## src/rtl/ortho_map_pkg.sv

```systemverilog
// ortho_map_pkg
//   Shared definitions for the orthogonal-basis symbol mapper:
//   - width derivation helpers (symbol / word / index widths)
//   - state encoding of the output stage (EMPTY, SEND)
//   - binary-to-Gray conversion of a single dimension level
package ortho_map_pkg;

    // Output stage state: EMPTY holds nothing, SEND presents a symbol on x.
    localparam logic [0:0] ST_EMPTY = 1'b0;
    localparam logic [0:0] ST_SEND  = 1'b1;

    function automatic int sym_width(input int num_dims, input int dim_width);
        return num_dims * dim_width;
    endfunction

    function automatic int word_width(input int syms_per_word, input int num_dims,
                                      input int dim_width);
        return syms_per_word * num_dims * dim_width;
    endfunction

    // A one-symbol word still needs a 1-bit index so the counter is never zero-width.
    function automatic int idx_width(input int syms_per_word);
        return (syms_per_word > 1) ? $clog2(syms_per_word) : 1;
    endfunction

    // Callers truncate the result to DIM_WIDTH; the zero-extended upper bits
    // shift in zeros, so the low DIM_WIDTH bits are the DIM_WIDTH-bit Gray code.
    function automatic logic [31:0] bin2gray(input logic [31:0] bin);
        return bin ^ (bin >> 1);
    endfunction

endpackage

```

## src/rtl/dim_gray_map.sv

```systemverilog
// dim_gray_map
//   Combinational per-dimension level mapper. Each DIM_WIDTH-bit level of the
//   symbol is independently passed through or converted to Gray code; there is
//   no carry between dimensions.
//   Ports:
//     sym_in   in  SYM_WIDTH  raw symbol, dimension d at [d*DIM_WIDTH +: DIM_WIDTH]
//     gray_en  in  1          1 = Gray-map every level, 0 = pass through
//     sym_out  out SYM_WIDTH  mapped symbol, same layout as sym_in
module dim_gray_map
    import ortho_map_pkg::*;
#(
    parameter  int NUM_DIMS  = 3,
    parameter  int DIM_WIDTH = 2,
    localparam int SYM_WIDTH = NUM_DIMS * DIM_WIDTH
) (
    input  logic [SYM_WIDTH-1:0] sym_in,
    input  logic                 gray_en,
    output logic [SYM_WIDTH-1:0] sym_out
);

    for (genvar d = 0; d < NUM_DIMS; d++) begin : g_dim
        logic [DIM_WIDTH-1:0] level;

        assign level = sym_in[d*DIM_WIDTH +: DIM_WIDTH];
        assign sym_out[d*DIM_WIDTH +: DIM_WIDTH] =
            gray_en ? DIM_WIDTH'(bin2gray(32'(level))) : level;
    end

endmodule

```

## src/rtl/ortho_symbol_mapper.sv

```systemverilog
// ortho_symbol_mapper
//   Accepts wide data words over valid/ready and serialises each into
//   SYMS_PER_WORD symbols, one per symbol handshake, symbol 0 first. Each
//   symbol carries NUM_DIMS levels, optionally Gray-mapped per word.
//   Ports:
//     clk, rst   sole clock (rising edge) and asynchronous active-high reset
//     in_data    WORD_WIDTH data word, symbol s at [s*SYM_WIDTH +: SYM_WIDTH]
//     in_valid   in_data valid
//     in_ready   word can be accepted this cycle (combinational from out_ready)
//     gray_en    Gray-map the word being accepted
//     x          current symbol (registered)
//     out_valid  x valid (registered)
//     out_ready  downstream consumes x this cycle
//     out_last   x is the final symbol of its word (registered)
module ortho_symbol_mapper
    import ortho_map_pkg::*;
#(
    parameter  int NUM_DIMS      = 3,
    parameter  int DIM_WIDTH     = 2,
    parameter  int SYMS_PER_WORD = 4,
    localparam int SYM_WIDTH     = sym_width(NUM_DIMS, DIM_WIDTH),
    localparam int WORD_WIDTH    = word_width(SYMS_PER_WORD, NUM_DIMS, DIM_WIDTH)
) (
    input  logic                  clk,
    input  logic                  rst,
    input  logic [WORD_WIDTH-1:0] in_data,
    input  logic                  in_valid,
    output logic                  in_ready,
    input  logic                  gray_en,
    output logic [SYM_WIDTH-1:0]  x,
    output logic                  out_valid,
    input  logic                  out_ready,
    output logic                  out_last
);

    localparam int               IDX_W    = idx_width(SYMS_PER_WORD);
    localparam logic [IDX_W-1:0] LAST_IDX = IDX_W'(SYMS_PER_WORD - 1);

    logic [0:0]            state_q, state_d;
    logic [IDX_W-1:0]      idx_q,   idx_d;
    logic [WORD_WIDTH-1:0] shift_q, shift_d;
    logic                  gray_q,  gray_d;
    logic [SYM_WIDTH-1:0]  x_q,     x_d;
    logic                  last_q,  last_d;

    logic                  accept;
    logic                  sym_hs;
    logic [SYM_WIDTH-1:0]  map_in;
    logic                  map_gray;
    logic [SYM_WIDTH-1:0]  map_out;

    assign out_valid = (state_q == ST_SEND);
    assign out_last  = last_q;
    assign x         = x_q;

    // A new word fits when nothing is held, or the held symbol is the last
    // one and leaves this cycle: this is what makes back-to-back words gapless.
    assign in_ready = !out_valid || (out_ready && last_q);
    assign accept   = in_valid && in_ready;
    assign sym_hs   = out_valid && out_ready;

    // One mapper serves both paths: an accept maps symbol 0 of the incoming
    // word with the incoming gray_en; an advance maps the next stored symbol
    // with the gray setting latched for the current word.
    assign map_in   = accept ? in_data[SYM_WIDTH-1:0] : shift_q[SYM_WIDTH-1:0];
    assign map_gray = accept ? gray_en : gray_q;

    dim_gray_map #(
        .NUM_DIMS  (NUM_DIMS),
        .DIM_WIDTH (DIM_WIDTH)
    ) u_map (
        .sym_in  (map_in),
        .gray_en (map_gray),
        .sym_out (map_out)
    );

    always_comb begin
        // NOTE: every _d defaults to its _q first so no path leaves a signal
        // unassigned, which would otherwise infer a latch.
        state_d = state_q;
        idx_d   = idx_q;
        shift_d = shift_q;
        gray_d  = gray_q;
        x_d     = x_q;
        last_d  = last_q;

        if (accept) begin
            // Accept has priority: it only coincides with a handshake on the
            // last symbol, whose word is finished anyway.
            state_d = ST_SEND;
            idx_d   = '0;
            shift_d = in_data >> SYM_WIDTH;
            gray_d  = gray_en;
            x_d     = map_out;
            last_d  = (LAST_IDX == '0);
        end else if (sym_hs) begin
            if (last_q) begin
                state_d = ST_EMPTY;
                idx_d   = '0;
                last_d  = 1'b0;
            end else begin
                idx_d   = idx_q + 1'b1;
                x_d     = map_out;
                shift_d = shift_q >> SYM_WIDTH;
                last_d  = ((idx_q + 1'b1) == LAST_IDX);
            end
        end
    end

    // NOTE: the shift register is reset along with the control state so a
    // reset mid-word leaves no stored symbols behind to leak out later.
    always_ff @(posedge clk or posedge rst) begin
        if (rst) begin
            state_q <= ST_EMPTY;
            idx_q   <= '0;
            shift_q <= '0;
            gray_q  <= 1'b0;
            x_q     <= '0;
            last_q  <= 1'b0;
        end else begin
            // NOTE: non-blocking assignments so every flop samples the
            // pre-edge values regardless of statement order.
            state_q <= state_d;
            idx_q   <= idx_d;
            shift_q <= shift_d;
            gray_q  <= gray_d;
            x_q     <= x_d;
            last_q  <= last_d;
        end
    end

endmodule

```

## config.mk

```make
export PLATFORM = sky130hd
export DESIGN_NAME = ortho_symbol_mapper
export DESIGN_NICKNAME = d
export VERILOG_FILES = /design/src/rtl/ortho_map_pkg.sv /design/src/rtl/dim_gray_map.sv /design/src/rtl/ortho_symbol_mapper.sv
export SDC_FILE = /design/constraint.sdc
export NUM_CORES = 1
export LEC_CHECK = 0
export ABC_AREA = 1
export BUFFER_PORTS_ARGS = -buffer_cell sky130_fd_sc_hd__buf_2
export CAP_MARGIN = 10
export CELL_PAD_IN_SITES_DETAIL_PLACEMENT = 1
export CELL_PAD_IN_SITES_GLOBAL_PLACEMENT = 1
export CORE_MARGIN = 8
export CORE_UTILIZATION = 29
export DETAILED_ROUTE_END_ITERATION = 10
export PLACE_DENSITY_LB_ADDON = 0.3
export RECOVER_POWER = 25
export SLEW_MARGIN = 20
export SYNTH_ARGS = -nofsm -noshare
export SYNTH_HDL_FRONTEND = slang
export SYNTH_HIERARCHICAL = 1
export SYNTH_SLANG_ARGS = --single-unit
```

## constraint.sdc

```tcl
create_clock -name clk -period 1.35 [get_ports clk]
set_input_delay 0.27 -clock clk [delete_from_list [all_inputs] [get_ports clk]]
set_output_delay 0.27 -clock clk [all_outputs]
set_load 0.01 [all_outputs]
```

==> results.py <==
metrics = {
    "run_status": {
        "run_status": "complete, but fails checks",
        "violations": "negative setup slack",
    },
    "grt": {
        "use_met3_pct": 3.33,
        "initial_antenna_violation_count": 0,
        "grt_most_used_layer": "met2",
        "grt_util_met2_pct": 19.9,
        "grtUsageTotal_pct": 12.2,
        "via_count_of_the_first_global_routing_pass": 1652,
        "met1_usage_pct": 14.9,
        "grt_start_max_net_pins": 30,
        "gr-total-overflow": 0,
        "grt_pass1_wl_um": 8120,
    },
    "placed_design": {
        "portBuffers": 37,
        "gp_congestion": 0.765,
        "hpwl_um": 3270,
    },
    "synthesis": {
        "syn_avg_cell_area_um2": 7.68,
        "postSynthRegisterBits": 29,
        "syn_area_mm2": 0.00161,
        "yosysUniqueCellTypes": 15,
        "ys_seq_area_share_pct": 45.2,
        "synth-warning-count": 6,
        "postSynthNetCount": 239,
        "synthesis.instances": 209,
    },
    "route": {
        "viasPerCell": 4.62,
        "antenna_left": 0,
        "detailedRoute.firstIterationViolations": 95,
        "remaining_drc_errors": 0,
        "drt-wirelength-per-cell_um": 14.1,
        "drt_pass1_iterations": 4,
        "drt-total-wl_um": 4700,
        "vias": 1543,
    },
    "die": {
        "fp.dieW_um": 90.4,
        "die-area_mm2": 0.00817,
        "die_y_um": 90.4,
        "floorplan.initialDensity_pct": 29.5,
        "io_pins": 38,
        "core-area_mm2": 0.00544,
        "std_cell_rows": 27,
    },
    "setup_path": {
        "critical_path_arrival_ns": 1.11,
        "setup.worst_path.class": "reg -> out",
        "cpMaxStageDelayCell": "sky130_fd_sc_hd__dfrtp_2",
        "setup.worst_path.start_class": "flop",
        "crit_path_max_fanout": 4,
        "r2r_setup_slack_ns": 0.01,
        "r2r-start": "out_last",
        "cp_slowest_stage_delay_ns": 0.41,
        "critical_path.reg2reg.endpoint": "x[4]",
        "ff2ff_path_depth": 11,
        "worstPathCellList": "nand2_2, nand2_4, buf_12, buf_6",
        "required_ns": 1.08,
        "setup.worst_path.end_class": "primary output",
    },
    "sta": {
        "fin_setup_tns_ns": -0.0293,
        "hold_slack_ns": 0.195,
        "setup_slack_ns": -0.0293,
        "fmaxAchievable_ghz": 0.725,
        "measured_slew_at_the_worst_slew_check_pin_ns": 0.773,
        "finClkSkew_ns": 0.00701,
        "setup-violations-final": 1,
        "post-route-period-util_pct": 102,
        "drv_slew": 0,
        "rsz_0062_raised_after_global_routing": "true",
        "hold_violations": 0,
        "worst_slew_margin_rel_pct": 48.5,
        "post-route-min-period_ns": 1.38,
    },
    "cells_and_area": {
        "drive_above_1_share_pct": 33.2,
        "layout.cells.most_common_list": "83 x sky130_fd_sc_hd__nand2_1, 40 x sky130_fd_sc_hd__nand3_1, 36 x sky130_fd_sc_hd__buf_2, 28 x sky130_fd_sc_hd__dfrtp_1, 16 x sky130_fd_sc_hd__buf_4",
        "nNetsFinal": 291,
        "utilization_pct": 39.5,
        "fill_cells": 692,
        "final_common_cell": "sky130_fd_sc_hd__nand2_1",
        "antenna_cells_inserted": 0,
        "area_delta_synth_final_pct": 33.8,
    },
    "clocking": {
        "tritoncts": "built",
        "ctsHtreeMaxLevel": 2,
        "number_of_buffers_added_by_the_clock_tree_synthesis_step": 5,
        "clock_pin_slew_worst_setup_and_hold_paths_ns": 0.06,
        "clk_latency_ns": 0.28,
        "cts_sinks": 29,
        "clock_path_buffers": 2,
        "cts_hold_buf": 0,
        "cts-root-buf": "sky130_fd_sc_hd__clkbuf_8",
    },
    "power": {
        "report.power.total_mw": 4.77,
        "power_density_mw_per_mm2": 2220,
        "total_leakage_power_nw": 1.17,
        "power.ir.vdd_worst_uv": 515,
    },
    "job": {
        "cap_viol_max_count": 0,
    },
    "hold_path": {
        "holdCritPathClass": "in -> async",
    },
}
[synthesized netlist by cell type]
cell / count / area share [%]
sky130_fd_sc_hd__nor2_4: 1 / 0.70
sky130_fd_sc_hd__nand2_1: 91 / 21
sky130_fd_sc_hd__dfrtp_1: 29 / 45
sky130_fd_sc_hd__inv_1: 10 / 2.3
sky130_fd_sc_hd__ha_1: 1 / 0.78
sky130_fd_sc_hd__nand2_2: 2 / 0.78
sky130_fd_sc_hd__buf_2: 3 / 0.94
sky130_fd_sc_hd__nand2_4: 2 / 1.4
sky130_fd_sc_hd__buf_4: 6 / 2.8
sky130_fd_sc_hd__o21ai_2: 2 / 1.1
sky130_fd_sc_hd__inv_2: 1 / 0.23
sky130_fd_sc_hd__nand3b_1: 10 / 4.7
sky130_fd_sc_hd__buf_1: 1 / 0.23
sky130_fd_sc_hd__buf_6: 5 / 3.5
sky130_fd_sc_hd__nand3_1: 45 / 14
[flip-flops by register name, indices dropped and copies added, names as in the netlist]
name / flops
shift_q: 18
x: 6
idx_q: 2
gray_q: 1
out_last: 1
out_valid: 1
[report_power, final]
group / switching (mW) / total, mW / internal (mW)
logic: 1.43 / 2.58 / 1.15
registers: 0.235 / 1.51 / 1.28
clock network: 0.315 / 0.680 / 0.365
[area by class of cell]
class,count,area [um^2],share of cell area [%]
multi-input cells,154,790,36.8
clock buffers,8,80.1,3.73
well taps,72,90.1,4.19
inverters,11,43.8,2.04
repair buffers,60,418,19.5
flip-flops and latches,29,727,33.8
[cell families after synthesis]
group           Yosys count  synth area share [%]
buf+inv                  26                  10.1
compound gates            2                  1.09
flops                    29                  45.2
simple gates            151                  42.9
fa+ha+maj                 1                 0.779
[metal layers]
| metal | wire length [um] | vias up |
|---|---|---|
| met2 | 2230 | 28 |
| met3 | 154 | 7 |
| met5 | 0 | - |
| met4 | 72 | 0 |
| met1 | 2240 | 740 |
| li1 | - | 768 |
[metrics by stage]
| step | setup WS, ns | instance area [um^2] | std cells |
|---|---|---|---|
| after CTS | -0.0457 | 2100 | 331 |
| after global routing | -0.0937 | 2150 | 334 |
| after floorplan | -0.0241 | 1650 | 209 |
| after global placement | -0.00378 | 1890 | 315 |
| after detailed placement | -0.0453 | 1890 | 315 |
| final | -0.0293 | 2150 | 334 |
[worst max-delay path: cells and delay by family (launching register included)]
family	cells	cell delay, ns
flip-flops	1	0.41
AND/OR/NAND/NOR	2	0.17
buffers and inverters	2	0.25
[what timing repair did]
action,4_1_cts,5_1_grt
setup buffers,7,3
resized for setup,9,8
gates cloned,1,0
pin swaps,5,5
endpoints found under the setup margin,4,25
[worst max path at each step]
| stage | startpoint | to | slack (ns) | cells past startpoint |
|---|---|---|---|---|
| after floorplan | out_last | x[0] | -0.02 | 11 |
| after global placement | out_last | x[4] | -0.004 | 11 |
| after detailed placement | out_last | x[4] | -0.05 | 11 |
| after CTS | out_last | in_ready | -0.05 | 4 |
| after global routing | out_last | x[4] | -0.09 | 11 |
| final | out_last | in_ready | -0.03 | 4 |
Power figures use the tool's default switching activity.
